`src/rtl/ads5296_align_ctrl.sv`:
```
// ads5296_align_ctrl
// Frame-clock alignment and link-training controller for one ADS5296 lane
// group in the lclk_d4 domain. It pulses the ISERDES bitslip until the 4-bit
// frame clock follows the legal 5-word frame sequence. It then syncs
// ads5296_unit and checks that the unit's fclk error counter stays static.
// While locked it watches for alignment loss and retrains on its own.
//
// Ports:
//   lclk_d4       in   1  line clock / 4 (only clock)
//   rst_n         in   1  asynchronous active-low reset
//   train         in   1  single-cycle (re)training request
//   fclk4b        in   4  deserialized frame clock word
//   fclk_err_cnt  in  32  fclk error count from ads5296_unit
//   bitslip       out  1  one-cycle ISERDES bitslip pulse
//   sync          out  1  one-cycle sync pulse to ads5296_unit
//   locked        out  1  alignment achieved and verified
//   fail          out  1  slips exhausted or verify failed
//   slip_total    out  4  bitslips issued in the current attempt
//   relock_cnt    out 16  loss-of-lock events since reset (saturating)
//   state         out  3  FSM state, for debug
module ads5296_align_ctrl #(
  parameter int unsigned CHECK_LEN     = 64,
  parameter int unsigned SETTLE_CYCLES = 8,
  parameter int unsigned VERIFY_LEN    = 256,
  parameter int unsigned MAX_SLIPS     = 8,
  parameter int unsigned LOSS_THRESH   = 4
) (
  input  logic        lclk_d4,
  input  logic        rst_n,
  input  logic        train,
  input  logic [3:0]  fclk4b,
  input  logic [31:0] fclk_err_cnt,
  output logic        bitslip,
  output logic        sync,
  output logic        locked,
  output logic        fail,
  output logic [3:0]  slip_total,
  output logic [15:0] relock_cnt,
  output logic [2:0]  state
);

  localparam int unsigned WW = $clog2(SETTLE_CYCLES + 1);
  localparam int unsigned GW = $clog2(CHECK_LEN + 1);
  localparam int unsigned VW = $clog2(VERIFY_LEN + 1);
  localparam int unsigned CW = $clog2(LOSS_THRESH + 1);

  localparam logic [WW-1:0] SETTLE_LAST = WW'(SETTLE_CYCLES - 1);
  localparam logic [GW-1:0] CHECK_LAST  = GW'(CHECK_LEN - 1);
  localparam logic [VW-1:0] VERIFY_LAST = VW'(VERIFY_LEN - 1);
  localparam logic [3:0]    SLIP_LIMIT  = 4'(MAX_SLIPS);
  localparam logic [CW:0]   LOSS_LIMIT  = (CW+1)'(LOSS_THRESH);

  typedef enum logic [2:0] {
    ST_SETTLE = 3'd0,
    ST_CHECK  = 3'd1,
    ST_SLIP   = 3'd2,
    ST_SYNC   = 3'd3,
    ST_VERIFY = 3'd4,
    ST_LOCKED = 3'd5,
    ST_FAIL   = 3'd6
  } state_t;

  state_t      r_state, w_state_n;
  logic [3:0]  r_f, r_ff;
  logic [31:0] r_err, r_snap, w_snap_n;
  logic [WW-1:0] r_wait, w_wait_n;
  logic [GW-1:0] r_good, w_good_n;
  logic [VW-1:0] r_vcnt, w_vcnt_n;
  logic [GW-1:0] r_win, w_win_n;
  logic [CW-1:0] r_viol, w_viol_n;
  logic [CW:0]   w_viol_sum;
  logic        r_post, w_post_n;
  logic        r_bitslip, w_bitslip_n;
  logic        r_sync, w_sync_n;
  logic        r_locked, w_locked_n;
  logic        r_fail, w_fail_n;
  logic [3:0]  r_slip, w_slip_n;
  logic [15:0] r_relock, w_relock_n;
  logic        w_legal;
  logic [3:0]  w_exp;
  logic        w_good;

  // Legal successor of the previous frame-clock word
  always_comb begin
    w_legal = 1'b1;
    w_exp   = 4'b0000;
    case (r_ff)
      4'b1111: w_exp = 4'b0001;
      4'b0001: w_exp = 4'b1100;
      4'b1100: w_exp = 4'b0111;
      4'b0111: w_exp = 4'b0000;
      4'b0000: w_exp = 4'b1111;
      default: w_legal = 1'b0;
    endcase
  end

  assign w_good = w_legal && (r_f == w_exp);

  always_comb begin
    w_state_n   = r_state;
    w_snap_n    = r_snap;
    w_wait_n    = r_wait;
    w_good_n    = r_good;
    w_vcnt_n    = r_vcnt;
    w_win_n     = r_win;
    w_viol_n    = r_viol;
    w_post_n    = r_post;
    w_bitslip_n = 1'b0;
    w_sync_n    = 1'b0;
    w_locked_n  = r_locked;
    w_fail_n    = r_fail;
    w_slip_n    = r_slip;
    w_relock_n  = r_relock;
    // The count restarts at a window wrap, and the wrap-cycle violation is
    // counted in the new window.
    w_viol_sum  = ((r_win == CHECK_LAST) ? '0 : {1'b0, r_viol}) +
                  {{CW{1'b0}}, ~w_good};

    case (r_state)
      ST_SETTLE: begin
        if (r_wait == SETTLE_LAST) begin
          w_wait_n  = '0;
          w_good_n  = '0;
          w_vcnt_n  = '0;
          w_post_n  = 1'b0;
          w_state_n = r_post ? ST_VERIFY : ST_CHECK;
        end else begin
          w_wait_n = r_wait + 1'b1;
        end
      end
      ST_CHECK: begin
        if (w_good) begin
          if (r_good == CHECK_LAST) begin
            w_state_n = ST_SYNC;
            w_sync_n  = 1'b1;
          end else begin
            w_good_n = r_good + 1'b1;
          end
        end else if (r_slip == SLIP_LIMIT) begin
          w_state_n = ST_FAIL;
          w_fail_n  = 1'b1;
        end else begin
          // Pulse and count are registered on entry, so the pulse is exactly
          // the one cycle spent in SLIP.
          w_state_n   = ST_SLIP;
          w_bitslip_n = 1'b1;
          w_slip_n    = (r_slip == 4'hF) ? r_slip : r_slip + 4'd1;
        end
      end
      ST_SLIP: begin
        w_state_n = ST_SETTLE;
        w_wait_n  = '0;
      end
      ST_SYNC: begin
        w_snap_n  = r_err;
        w_post_n  = 1'b1;
        w_wait_n  = '0;
        w_state_n = ST_SETTLE;
      end
      ST_VERIFY: begin
        if (r_err != r_snap) begin
          w_state_n = ST_FAIL;
          w_fail_n  = 1'b1;
        end else if (r_vcnt == VERIFY_LAST) begin
          w_state_n  = ST_LOCKED;
          w_locked_n = 1'b1;
          w_win_n    = '0;
          w_viol_n   = '0;
        end else begin
          w_vcnt_n = r_vcnt + 1'b1;
        end
      end
      ST_LOCKED: begin
        w_win_n = (r_win == CHECK_LAST) ? '0 : r_win + 1'b1;
        if (w_viol_sum >= LOSS_LIMIT) begin
          w_state_n  = ST_SETTLE;
          w_locked_n = 1'b0;
          w_relock_n = (r_relock == 16'hFFFF) ? r_relock : r_relock + 16'd1;
          w_slip_n   = '0;
          w_wait_n   = '0;
          w_post_n   = 1'b0;
          w_viol_n   = '0;
        end else begin
          w_viol_n = w_viol_sum[CW-1:0];
        end
      end
      ST_FAIL: begin
        w_fail_n   = 1'b1;
        w_locked_n = 1'b0;
      end
      default: begin
        w_state_n = ST_SETTLE;
        w_wait_n  = '0;
      end
    endcase

    if (train) begin
      w_state_n   = ST_SETTLE;
      w_wait_n    = '0;
      w_post_n    = 1'b0;
      w_locked_n  = 1'b0;
      w_fail_n    = 1'b0;
      w_slip_n    = '0;
      w_bitslip_n = 1'b0;
      w_sync_n    = 1'b0;
      w_relock_n  = r_relock;
    end
  end

  always_ff @(posedge lclk_d4 or negedge rst_n) begin
    if (!rst_n) begin
      r_state   <= ST_SETTLE;
      r_f       <= '0;
      r_ff      <= '0;
      r_err     <= '0;
      r_snap    <= '0;
      r_wait    <= '0;
      r_good    <= '0;
      r_vcnt    <= '0;
      r_win     <= '0;
      r_viol    <= '0;
      r_post    <= 1'b0;
      r_bitslip <= 1'b0;
      r_sync    <= 1'b0;
      r_locked  <= 1'b0;
      r_fail    <= 1'b0;
      r_slip    <= '0;
      r_relock  <= '0;
    end else begin
      r_state   <= w_state_n;
      r_f       <= fclk4b;
      r_ff      <= r_f;
      r_err     <= fclk_err_cnt;
      r_snap    <= w_snap_n;
      r_wait    <= w_wait_n;
      r_good    <= w_good_n;
      r_vcnt    <= w_vcnt_n;
      r_win     <= w_win_n;
      r_viol    <= w_viol_n;
      r_post    <= w_post_n;
      r_bitslip <= w_bitslip_n;
      r_sync    <= w_sync_n;
      r_locked  <= w_locked_n;
      r_fail    <= w_fail_n;
      r_slip    <= w_slip_n;
      r_relock  <= w_relock_n;
    end
  end

  assign bitslip    = r_bitslip;
  assign sync       = r_sync;
  assign locked     = r_locked;
  assign fail       = r_fail;
  assign slip_total = r_slip;
  assign relock_cnt = r_relock;
  assign state      = r_state;

endmodule

```
`config.mk`:
```
export PLATFORM = sky130hd
export DESIGN_NAME = ads5296_align_ctrl
export DESIGN_NICKNAME = d
export VERILOG_FILES = /design/src/rtl/ads5296_align_ctrl.sv
export SDC_FILE = /design/constraint.sdc
export NUM_CORES = 1
export LEC_CHECK = 0
export CAP_MARGIN = 20
export CORE_ASPECT_RATIO = 0.6
export CORE_MARGIN = 2
export CORE_UTILIZATION = 56
export CTS_CLUSTER_DIAMETER = 150
export CTS_CLUSTER_SIZE = 25
export DETAILED_ROUTE_END_ITERATION = 6
export PLACE_DENSITY_LB_ADDON = 0.12
export RECOVER_POWER = 50
export SLEW_MARGIN = 5
export SYNTH_ARGS = -nofsm -noshare
export SYNTH_HDL_FRONTEND = slang
export SYNTH_SLANG_ARGS = --single-unit
```
`constraint.sdc`:
```
create_clock -name lclk_d4 -period 4.25 [get_ports lclk_d4]
set_clock_uncertainty 0.2 [all_clocks]
set_input_delay 0.425 -clock lclk_d4 [delete_from_list [all_inputs] [get_ports lclk_d4]]
set_output_delay 0.425 -clock lclk_d4 [all_outputs]
set_load 0.02 [all_outputs]
```
==> results.md, run 1 <==
- Post-cts sizing count: 0
- Largest net degree at the start of global routing: 60
- DRC errors left: 0
- RSZ-0062 raised after global routing: false
- Total track usage: 23.1%
- CP peak stage delay: 0.55 ns
- DR pass1 iterations: 5
- CTS tree: built
- Die area: 11400 µm²
- Starting Density: 58.6%
- Max_slew headroom: 4.24%
- Worst-path cell chain: and4bb_2 -> o21a_1 -> o2111ai_4 -> ha_1 -> ha_1 -> and3b_1 -> a21oi_1 -> nand3_1 -> a21oi_1 -> mux2_2
- P_leak: 0.00315 µW
- Diodes inserted: 0
- PwrDens: 578 nW/µm²
- Ranking of synthesized cells by area: dfrtp_1 55%, mux2_2 7.3%, xnor2_1 6.8%
- Multiplexer share of the synthesized area: 7.77%
- Max Slew Vio Count: 0
- FFs w/ async S/R, synth: 100%
- Clk buf depth: 2
- Largest family of logic cells by synthesized area: simple AND/OR/NAND/NOR gates
- IR Drop Worst-Case VDD: 0.367 mV
- Critical path arrival: 3.43 ns
- Clk Latency, worst-skew pair: 0.41 ns
- Max Clk Rate: 300 MHz
- Crit Path Class: reg2reg
- Die Ht: 83.5 µm
- Synth warn: 0
- Num CTS Buffers: 17
- Prevailing post-synth register cell: dfrtp_1
- Hold WC Path Type: reg2reg
- Slew @ Worst Pin: 1.44 ns
- Area grow syn2layout: 24.4%
- Final setup fails: 0
- H-tree Lvls: 4
- Setup crit start kind: flip-flop
- Global-route wire length before repair: 20700 µm
- Status: finished clean
- Cells after DPL: 688
- Cells after Synth: 498
- Tmin final: 3.34 ns
- DR WL/cell: 16.7 µm
- Top-Level Pins: 66
- Max-cap viol count: 0
- Total Wirelength: 12000 µm
- Fin crit share: 78.5%
- GPL Wtd Cong: 0.856
- Hold Buf Count CTS: 1
- Count leader, synth: dfrtp_1
- IO buf count: 65
- Yosys cell types: 64
- Sequential area share after synthesis: 55.2%
- FF+latch count, synth: 130
- Crit path required time: 4.35 ns
- Avg Cell Area, Syn: 11.8 µm²
- Netlist Area Pre-Place: 5900 µm²
- Pre-CTS setup slack: 0.966 ns
- CTS clk-pin slew, worst paths: 0.06 ns
- Area leader, netlist: dfrtp_1
- Initial drt markers: 305
- Compound-cell area share of the yosys netlist: 10.7%
- Vias in the first global route: 4225
- Critical Path Slowest Stage Cell: a21oi_1
- CP Max Fanout: 7
- List of most frequent post-synthesis cells: 130 x dfrtp_1, 46 x xnor2_1, 38 x mux2_2
- Vias per cell: 5.78
- Post-synth EDFFs: 0
- Row count: 28
- Post-route insts no fill: 721
- Top Family by Delay on Critical Path: compound AO/OA/AOI/OAI gates
- Antenna viol nets, final: 0
- Final core utilization: 72.9%
- Grt ovf: 0
- # clock sinks: 130
- Synth Area in XOR/XNOR: 8.02%
- Adder-Cell Fraction of Synth Area: 2.12%
- Buf/Inv on CP: 0
- Share of cells above drive strength 1: 15.0%
- Vias: 4165
- HPWL after DPL: 8080 µm
- Initial antenna violation count: 0
- Top cell type's share of synthesized area: 55.2%
- Syn nets: 547
- Setup ws final: 0.914 ns
- Critical Path Sink Type: flip-flop
- Synth Area in Simple Gates: 14.3%
- Setup repair bufs after CTS: 0
- Die Width: 136 µm
- Nets: 622
- Total core area: 10100 µm²
- Root Driver: clkbuf_16
- Setup_tns: 0 ns
- Final hold vios: 0
[layer usage]
metal  up-vias  track usage [%]  wire length [µm]
met5         -                0                 0
met4         0             5.59                71
met3         6             6.19               513
met2       108             33.9              5610
met1      2083             34.3              5830
li1       1968                -                 -
[worst register-to-register path, cell delays in order, from the launching register on]
cell	delay, ns
dfrtp_1	0.42
and4bb_2	0.24
o21a_1	0.19
o2111ai_4	0.26
ha_1	0.21
ha_1	0.18
and3b_1	0.19
a21oi_1	0.19
nand3_1	0.19
a21oi_1	0.56
mux2_2	0.41
[placed cells by master (no fill, tap or decap), types with 4 or more instances in the layout]
master           instances
nor2b_1                  5
nor3_1                   7
a21oi_1                 16
ha_1                    10
xnor2_1                 46
a22o_1                   5
nor2_1                  29
nand3_1                 17
mux2_2                  38
inv_1                   10
clkbuf_16               17
nand4_1                 15
o21ai_0                 12
and4_1                   4
dlygate4sd3_1           39
bufinv_16                4
or4_1                    4
xor2_1                   8
a32o_1                   4
dfrtp_1                130
a31oi_1                  6
buf_4                    5
o31ai_1                  7
o21a_1                   5
and3_1                   6
clkdlybuf4s50_1         26
a211oi_1                 6
inv_6                    5
nand2_1                 34
nand3b_1                 6
nor3b_1                  5
[logic make-up (layout without fill, tap and decap cells)]
group	Yosys count	count (layout)
simple gates	151	151
flops	130	130
buf+inv	27	115
xor+xnor	54	54
mux	41	41
fa+ha+maj	10	10
compound gates	85	85
[registers in the layout (all words and copies together) (netlist names), 3 cells and up]
name,flops
r_err,32
r_snap,32
relock_cnt,16
r_vcnt,9
r_good,7
r_win,7
r_f,4
r_ff,4
r_wait,4
slip_total,4
r_viol,3
state,3
[where the power goes]
group,total [µW],internal [µW],switching (µW)
logic,939,495,444
registers,1710,1480,231
clock network,1590,1000,587
[worst paths after layout]
check,to,slack [ns],cells after the start,startpoint
hold reg to reg,r_ff[1]$_DFF_PN0_,0.23,0,r_f[1]$_DFF_PN0_
setup / recovery,relock_cnt[1]$_DFFE_PN0P_,0.91,10,r_ff[1]$_DFF_PN0_
hold / removal,r_ff[1]$_DFF_PN0_,0.23,0,r_f[1]$_DFF_PN0_
max in group asynchronous,state[2]$_DFFE_PN0P_,1.50,3,rst_n
setup reg to reg,relock_cnt[1]$_DFFE_PN0P_,0.91,10,r_ff[1]$_DFF_PN0_
min in group asynchronous,r_snap[8]$_DFFE_PN0N_,0.70,2,rst_n
[cell type report]
class | instances | area [µm²]
Tap cell | 135 | 169
Multi-Input combinational cell | 341 | 2530
Inverter | 10 | 37.5
Fill cell | 664 | 2720
Clock inverter | 15 | 220
Sequential cell | 130 | 3250
Clock buffer | 17 | 425
Timing Repair Buffer | 73 | 703
[per-stage QoR]
step                power [µW]  hold WS [ns]  cell area, µm²
floorplan                 2380       -0.0706            5900
global placement          2610         0.195            6690
detailed placement        2670         0.208            6690
CTS                       4270         0.231            7340
global route              4460         0.243            7330
finish                    4240         0.227            7330
(Power assumes the default switching activity.)
==> run 2, diff against run 1 <==
CORE_UTILIZATION = 51   (was 56)
clock period = 3 ns   (was 4.25 ns; I/O delays follow)
==> run 2 against run 1 <==
Net effect:
- critical path depth increased by 1
- fmax up 13%
- wire length down 1.1%
- critical endpoint is now relock_cnt[12]$_DFFE_PN0P_
- clock power increased by 29%
- cell count up 5.5%
==> results.md, run 2 (synthesized netlist as in run 1, its figures left out) <==
- Clk buf depth: 2 (unchanged)
- Slew @ Worst Pin: 1.11 ns (-0.327 ns)
- Die area: 12500 µm² (+9.4%)
- Antenna viol nets, final: 0 (unchanged)
- Endpoint, Worst Hold: r_err[31]$_DFF_PN0_
- Global-route wire length before repair: 20100 µm (-3.3%)
- # clock sinks: 130 (unchanged)
- Reg-to-Reg End: relock_cnt[12]$_DFFE_PN0P_
- Total track usage: 20.9% (-2.2 points)
- Area of the multi-input gates: 2650 µm² (+5.1%)
- Initial antenna violation count: 0 (unchanged)
- Hold path depth: 1 (+1)
- Nets: 637 (+2.4%)
- Hold WC Path Type: in2reg
- Max-cap viol count: 0 (unchanged)
- Critical Path Slowest Stage Cell: or3_4
- RSZ-0062 raised after global routing: true
- Most common cell after layout, fill and taps aside: dfrtp_1
- DR WL/cell: 15.6 µm (-6.3%)
- CTS clk-pin slew, worst paths: 0.06 ns (about the same)
- Die Width: 143 µm (+4.6%)
- HPWL after DPL: 8110 µm (+0.30%)
- PwrDens: 778 nW/µm² (+35%)
- Clk Latency, worst-skew pair: 0.41 ns (about the same)
- Worst-path cell chain: and4bb_2 -> o21a_1 -> o2111ai_4 -> ha_4 -> ha_4 -> and3b_1 -> a21oi_2 -> nand3_4 -> or3_4 -> nor2_4 -> xor2_1
- IO buf count: 65 (unchanged)
- Fin crit share: 98.7% (+20 points)
- DR pass1 iterations: 5 (unchanged)
- Cell repeated most along the worst path: ha_4
- GPL Wtd Cong: 0.841 (-1.7%)
- Vias in the first global route: 4021 (-4.8%)
- Num CTS Buffers: 17 (unchanged)
- Top-Level Pins: 66 (unchanged)
- Setup ws final: 0.0379 ns (-0.876 ns)
- Status: finished clean
- P_leak: 0.00319 µW (+1.1%)
- Grt ovf: 0 (unchanged)
- Row count: 30 (+7.1%)
- CP peak stage delay: 0.47 ns (-0.08 ns)
- Storage cell area: 3250 µm² (unchanged)
- Cells after DPL: 727 (+5.7%)
- Diodes inserted: 0 (unchanged)
- Total Wirelength: 11900 µm (-1.1%)
- Starting Density: 52.2% (-6.5 points)
- CTS tree: built
- # fillers: 838 (+26%)
- Final hold vios: 0 (unchanged)
- Setup_tns: 0 ns (unchanged)
- Tmin final: 2.96 ns (-0.374 ns)
- H-tree Lvls: 4 (unchanged)
- Initial drt markers: 256 (-16%)
- Critical path arrival: 3.10 ns (-0.33 ns)
- Vias per cell: 5.43 (-5.9%)
- Setup crit start kind: flip-flop
- Max Slew Vio Count: 0 (unchanged)
- Reg2Reg Depth: 11 (+1)
- Post-route insts no fill: 761 (+5.5%)
- Register-to-register setup slack: 0.04 ns (-0.88 ns)
- Pre-CTS setup slack: -0.0698 ns (-1.04 ns)
- Hold_ws: 0.235 ns (+0.00723 ns)
- Total core area: 11300 µm² (+12%)
- Final setup fails: 0 (unchanged)
- IR Drop Worst-Case VDD: 0.438 mV (+19%)
- Share of cells above drive strength 1: 19.3% (+4.3 points)
- Critical Path Sink Type: flip-flop
- Root Driver: clkbuf_16
- Max_slew headroom: 26.0% (+22 points)
- Max Clk Rate: 338 MHz (+13%)
- Area grow syn2layout: 28.1%
- Crit Path Class: reg2reg
- Hold path start: fclk_err_cnt[31]
- DRC errors left: 0 (unchanged)
- RR Startpoint: r_ff[2]$_DFF_PN0_
- Die Ht: 87.3 µm (+4.6%)
- Largest net degree at the start of global routing: 62 (+3.3%)
- Most frequent cells in the layout: 130 x dfrtp_1, 46 x xnor2_1, 38 x mux2_2
- Vias: 4135 (-0.72%)
- Crit path required time: 3.13 ns (-1.22 ns)
- CP Max Fanout: 4 (-3)
-- run 2: cell count changes in the layout (fill, tap and decap cells not counted), sizes merged --
cell           change
buf               +15
bufinv             -2
clkbuf             +4
clkdlybuf4s50      +2
clkinv             -1
clkinvlp           +3
dlygate4sd3        -2
inv                -4
-- run 2: repair_timing --
item                                    in CTS  in global routing
gates resized for setup                      4                 19
setup buffers                                0                  1
hold buffers                                 1                  0
hold endpoints to repair                    43                  0
pin swaps                                    0                  8
endpoints found under the setup margin       6                 26
-- run 2: power by group --
group          switching, µW  leakage [µW]  internal, µW
Sequential               280       0.00165          2090
Combinational            691       0.00127           764
Clock                    776      0.000277          1270
Total                   1750       0.00319          4130
-- run 2: worst max-delay path by stage --
stage	cells after the start	slack, ns	startpoint	end
after global routing	11	-0.07	r_ff[2]$_DFF_PN0_	relock_cnt[12]$_DFFE_PN0P_
after floorplan	12	0.02	r_ff[1]$_DFF_PN0_	state[2]$_DFFE_PN0P_
after global placement	11	0.06	r_ff[2]$_DFF_PN0_	relock_cnt[12]$_DFFE_PN0P_
after CTS	11	0.03	r_f[3]$_DFF_PN0_	state[2]$_DFFE_PN0P_
final	11	0.04	r_ff[2]$_DFF_PN0_	relock_cnt[12]$_DFFE_PN0P_
after detailed placement	11	-0.07	r_f[3]$_DFF_PN0_	relock_cnt[14]$_DFFE_PN0P_
-- run 2: final cells by class --
| type | instances | area share, % |
|---|---|---|
| clock buffers | 21 | 6.10 |
| clock inverters | 11 | 1.67 |
| well taps | 160 | 2.65 |
| repair buffers | 88 | 10.9 |
| multi-input cells | 341 | 35.1 |
| flip-flops and latches | 130 | 43.1 |
| inverters | 10 | 0.497 |
-- run 2: layer usage --
metal  share of wire [%]  global-route usage [%]  wire length [µm]  vias up
met5                   0                       0                 0        -
met4                0.79                    5.58                94        0
met3                 5.1                    6.65               610       11
met2                  43                    30.0              5120      103
met1                  51                    30.6              6060     2030
li1                    -                       -                 -     1991
-- run 2: critical path: cells and delay by family (launching register included) --
family,cells,cell delay (ns)
fa+ha+maj,2,0.31
xor+xnor,1,0.16
compound gates,3,0.64
simple gates,5,1.16
flops,1,0.41
-- run 2: stage by stage --
stage	power, µW	cell area, µm²	util [%]
6_report	5880	7550	66.8
5_1_grt	6190	7550	66.8
4_1_cts	5910	7480	66.2
3_5_place_dp	3840	6860	60.8
3_3_place_gp	3770	6860	60.8
2_1_floorplan	3390	5930	-
==> run 3, diff against run 2 <==
CORE_UTILIZATION = 53   (was 51)
CTS_BUF_LIST = sky130_fd_sc_hd__clkbuf_8   (was not set)
==> run 3 against run 2 <==
Net effect:
- the flow now finishes with violations (DRC)
- wire length increased by 0.92%
- clock power decreased by 27%
- cell area decreased by 2.2%
- core utilization increased by 2.2 points
- cell count decreased by 2.2%
- setup slack got worse by 0.032 ns
- fmax decreased by 1.1%
- worst hold slack got worse by 0.020 ns
- critical path type unchanged
- power decreased by 9.1%
- sequential power about the same
==> results.md, run 3 (synthesized netlist as in run 1, its figures left out) <==
- Max-cap viol count: 0 (unchanged)
- Internal Pwr Total: 3630 µW (-12%)
- IR Drop Worst-Case VDD: 0.449 mV (+2.6%)
- Slew @ Worst Pin: 1.24 ns (+0.126 ns)
- Met1 usage: 30.7% (+0.070 points)
- Final hold vios: 0 (unchanged)
- Grt ovf: 0 (unchanged)
- Storage cell area: 3250 µm² (unchanged)
- GPL Wtd Cong: 0.838 (-0.37%)
- Vias per cell: 5.67 (+4.4%)
- Met3 GRT Util: 5.81% (-0.85 points)
- Total Wirelength: 12000 µm (+0.92%)
- Sw frac: 32.0% (+2.2 points)
- Num CTS Buffers: 17 (unchanged)
- Psw: 1710 µW (-2.3%)
- CTS tree: built
- Clk buf depth: 2 (unchanged)
- Grt peak-use layer: met2
- Max Clk Rate: 334 MHz (-1.1%)
- Total core area: 10700 µm² (-5.3%)
- Nets: 641 (+0.63%)
- Most common cell after layout, fill and taps aside: dfrtp_1
- DR pass1 iterations: 7 (+2)
- Hold_ws: 0.215 ns (-0.0201 ns)
- Crit Path Class: reg2reg
- Area grow syn2layout: 25.2%
- DR WL/cell: 16.1 µm (+3.2%)
- Root Driver: clkbuf_8
- Max_slew headroom: 17.6% (-8.4 points)
- Hold WC Path Type: in2reg
- Met2 Use GR: 31.7% (+1.7 points)
- Die area: 12000 µm² (-3.6%)
- H-tree Lvls: 4 (unchanged)
- IO buf count: 65 (unchanged)
- Starting Density: 55.1% (+2.9 points)
- # clock sinks: 130 (unchanged)
- P_leak: 0.00315 µW (-1.4%)
- CP Max Fanout: 4 (unchanged)
- DRC errors left: 3 (+3)
- Initial drt markers: 267 (+4.3%)
- Final setup fails: 0 (unchanged)
- Critical Path Sink Type: flip-flop
- Clock share of power: 28.1% (-6.7 points)
- Tmin final: 2.99 ns (+0.0319 ns)
- Die Width: 140 µm (-1.9%)
- Vias in the first global route: 4172 (+3.8%)
- Status: finished with violations
- Post-route cell area: 7390 µm² (-2.2%)
- Vias: 4222 (+2.1%)
- Top-Level Pins: 66 (unchanged)
- Critical path arrival: 3.15 ns (+0.05 ns)
- Clk Latency, worst-skew pair: 0.44 ns (+0.03 ns)
- Row count: 29 (-3.3%)
- Fin crit share: 99.8% (+1.1 points)
- Area of the multi-input gates: 2660 µm² (+0.33%)
- Largest net degree at the start of global routing: 54 (-13%)
- Cells after DPL: 708 (-2.6%)
- Most frequent cells in the layout: 130 x dfrtp_1, 46 x xnor2_1, 37 x mux2_2, 37 x dlygate4sd3_1, 33 x nand2_1
- CTS clk-pin slew, worst paths: 0.08 ns (+0.02 ns)
- Failing checks: DRC
- Die Ht: 85.7 µm (-1.8%)
- PwrDens: 723 nW/µm² (-7.1%)
- Initial antenna violation count: 0 (unchanged)
- Sequential share of power: 44.2% (+3.8 points)
- Share of cells above drive strength 1: 20.8% (+1.5 points)
- Post-route insts no fill: 744 (-2.2%)
- Comb power frac: 27.7% (+2.9 points)
- Antenna viol nets, final: 0 (unchanged)
- Setup crit start kind: flip-flop
- HPWL after DPL: 8250 µm (+1.8%)
- Global-route wire length before repair: 20100 µm (unchanged)
- Max Slew Vio Count: 0 (unchanged)
- Crit path required time: 3.16 ns (+0.03 ns)
- Diodes inserted: 0 (unchanged)
- Placed Instance Area: 6850 µm² (-0.16%)
- Total track usage: 21.2% (+0.34 points)
- RSZ-0062 raised after global routing: true
- # fillers: 772 (-7.9%)
run 3: cell count changes in the layout (fill, tap and decap cells not counted), sizes merged:
cell	change
clkbuf	-3
inv	+3
clkinvlp	-2
clkinv	+2
buf	+4
run 3: power groups by stage:
stage          Combinational (µW)  Sequential, µW  Clock [µW]
6_report                     1480            2360        1500
5_1_grt                      1610            2400        1630
3_3_place_gp                 1410            2360           0
4_1_cts                      1480            2360        1540
2_1_floorplan                1030            2360           0
3_5_place_dp                 1470            2390           0
run 3: critical path: stages (launching register included):
cell,delay [ns]
dfrtp_1,0.42
and4bb_2,0.24
o21a_1,0.20
o2111ai_4,0.24
ha_4,0.19
ha_4,0.13
and3b_1,0.19
a21oi_2,0.22
nand3_4,0.15
or3_4,0.46
nor2_4,0.10
xor2_1,0.17
run 3: cell type report:
| cell class | instances | share of cell area, % |
|---|---|---|
| tap | 139 | 2.35 |
| clock buffer | 18 | 3.35 |
| sequential | 130 | 44.0 |
| timing repair buffer | 92 | 11.6 |
| inverter | 10 | 0.508 |
| clock inverter | 14 | 2.07 |
| multi-input combinational | 341 | 36.0 |
run 3: routing by layer:
layer  share of wire, %  vias up
met5                  0        -
met4               0.97        0
met3                4.4       15
met2                 45       98
met1                 50     2115
li1                   -     1994
run 3: final timing paths:
path / start / end / slack (ns) / depth (start not counted)
max: r_ff[1]$_DFF_PN0_ / relock_cnt[10]$_DFFE_PN0P_ / 0.006 / 11
min: fclk_err_cnt[23] / r_err[23]$_DFF_PN0_ / 0.21 / 1
max reg2reg: r_ff[1]$_DFF_PN0_ / relock_cnt[10]$_DFFE_PN0P_ / 0.006 / 11
min reg2reg: r_f[3]$_DFF_PN0_ / r_ff[3]$_DFF_PN0_ / 0.23 / 0
max in group asynchronous: rst_n / locked$_DFFE_PN0P_ / 0.71 / 3
min in group asynchronous: rst_n / r_snap[28]$_DFFE_PN0N_ / 0.46 / 2
run 3: stage by stage:
step | util (%) | setup TNS, ns | setup slack [ns] | power, µW
floorplan | - | 0 | 0.0242 | 3390
global placement | 64.0 | 0 | 0.0474 | 3770
detailed placement | 64.0 | -0.154 | -0.0743 | 3860
CTS | 68.0 | 0 | 0.00426 | 5370
global route | 69.0 | -0.720 | -0.0998 | 5640
finish | 69.0 | 0 | 0.00601 | 5340
run 3: what timing repair did:
action | CTS | global route
hold endpoints to repair | 48 | 0
hold buffers | 1 | 0
gates resized for setup | 4 | 25
pin swaps | 0 | 8
endpoints found under the setup margin | 4 | 26
setup buffers | 0 | 3
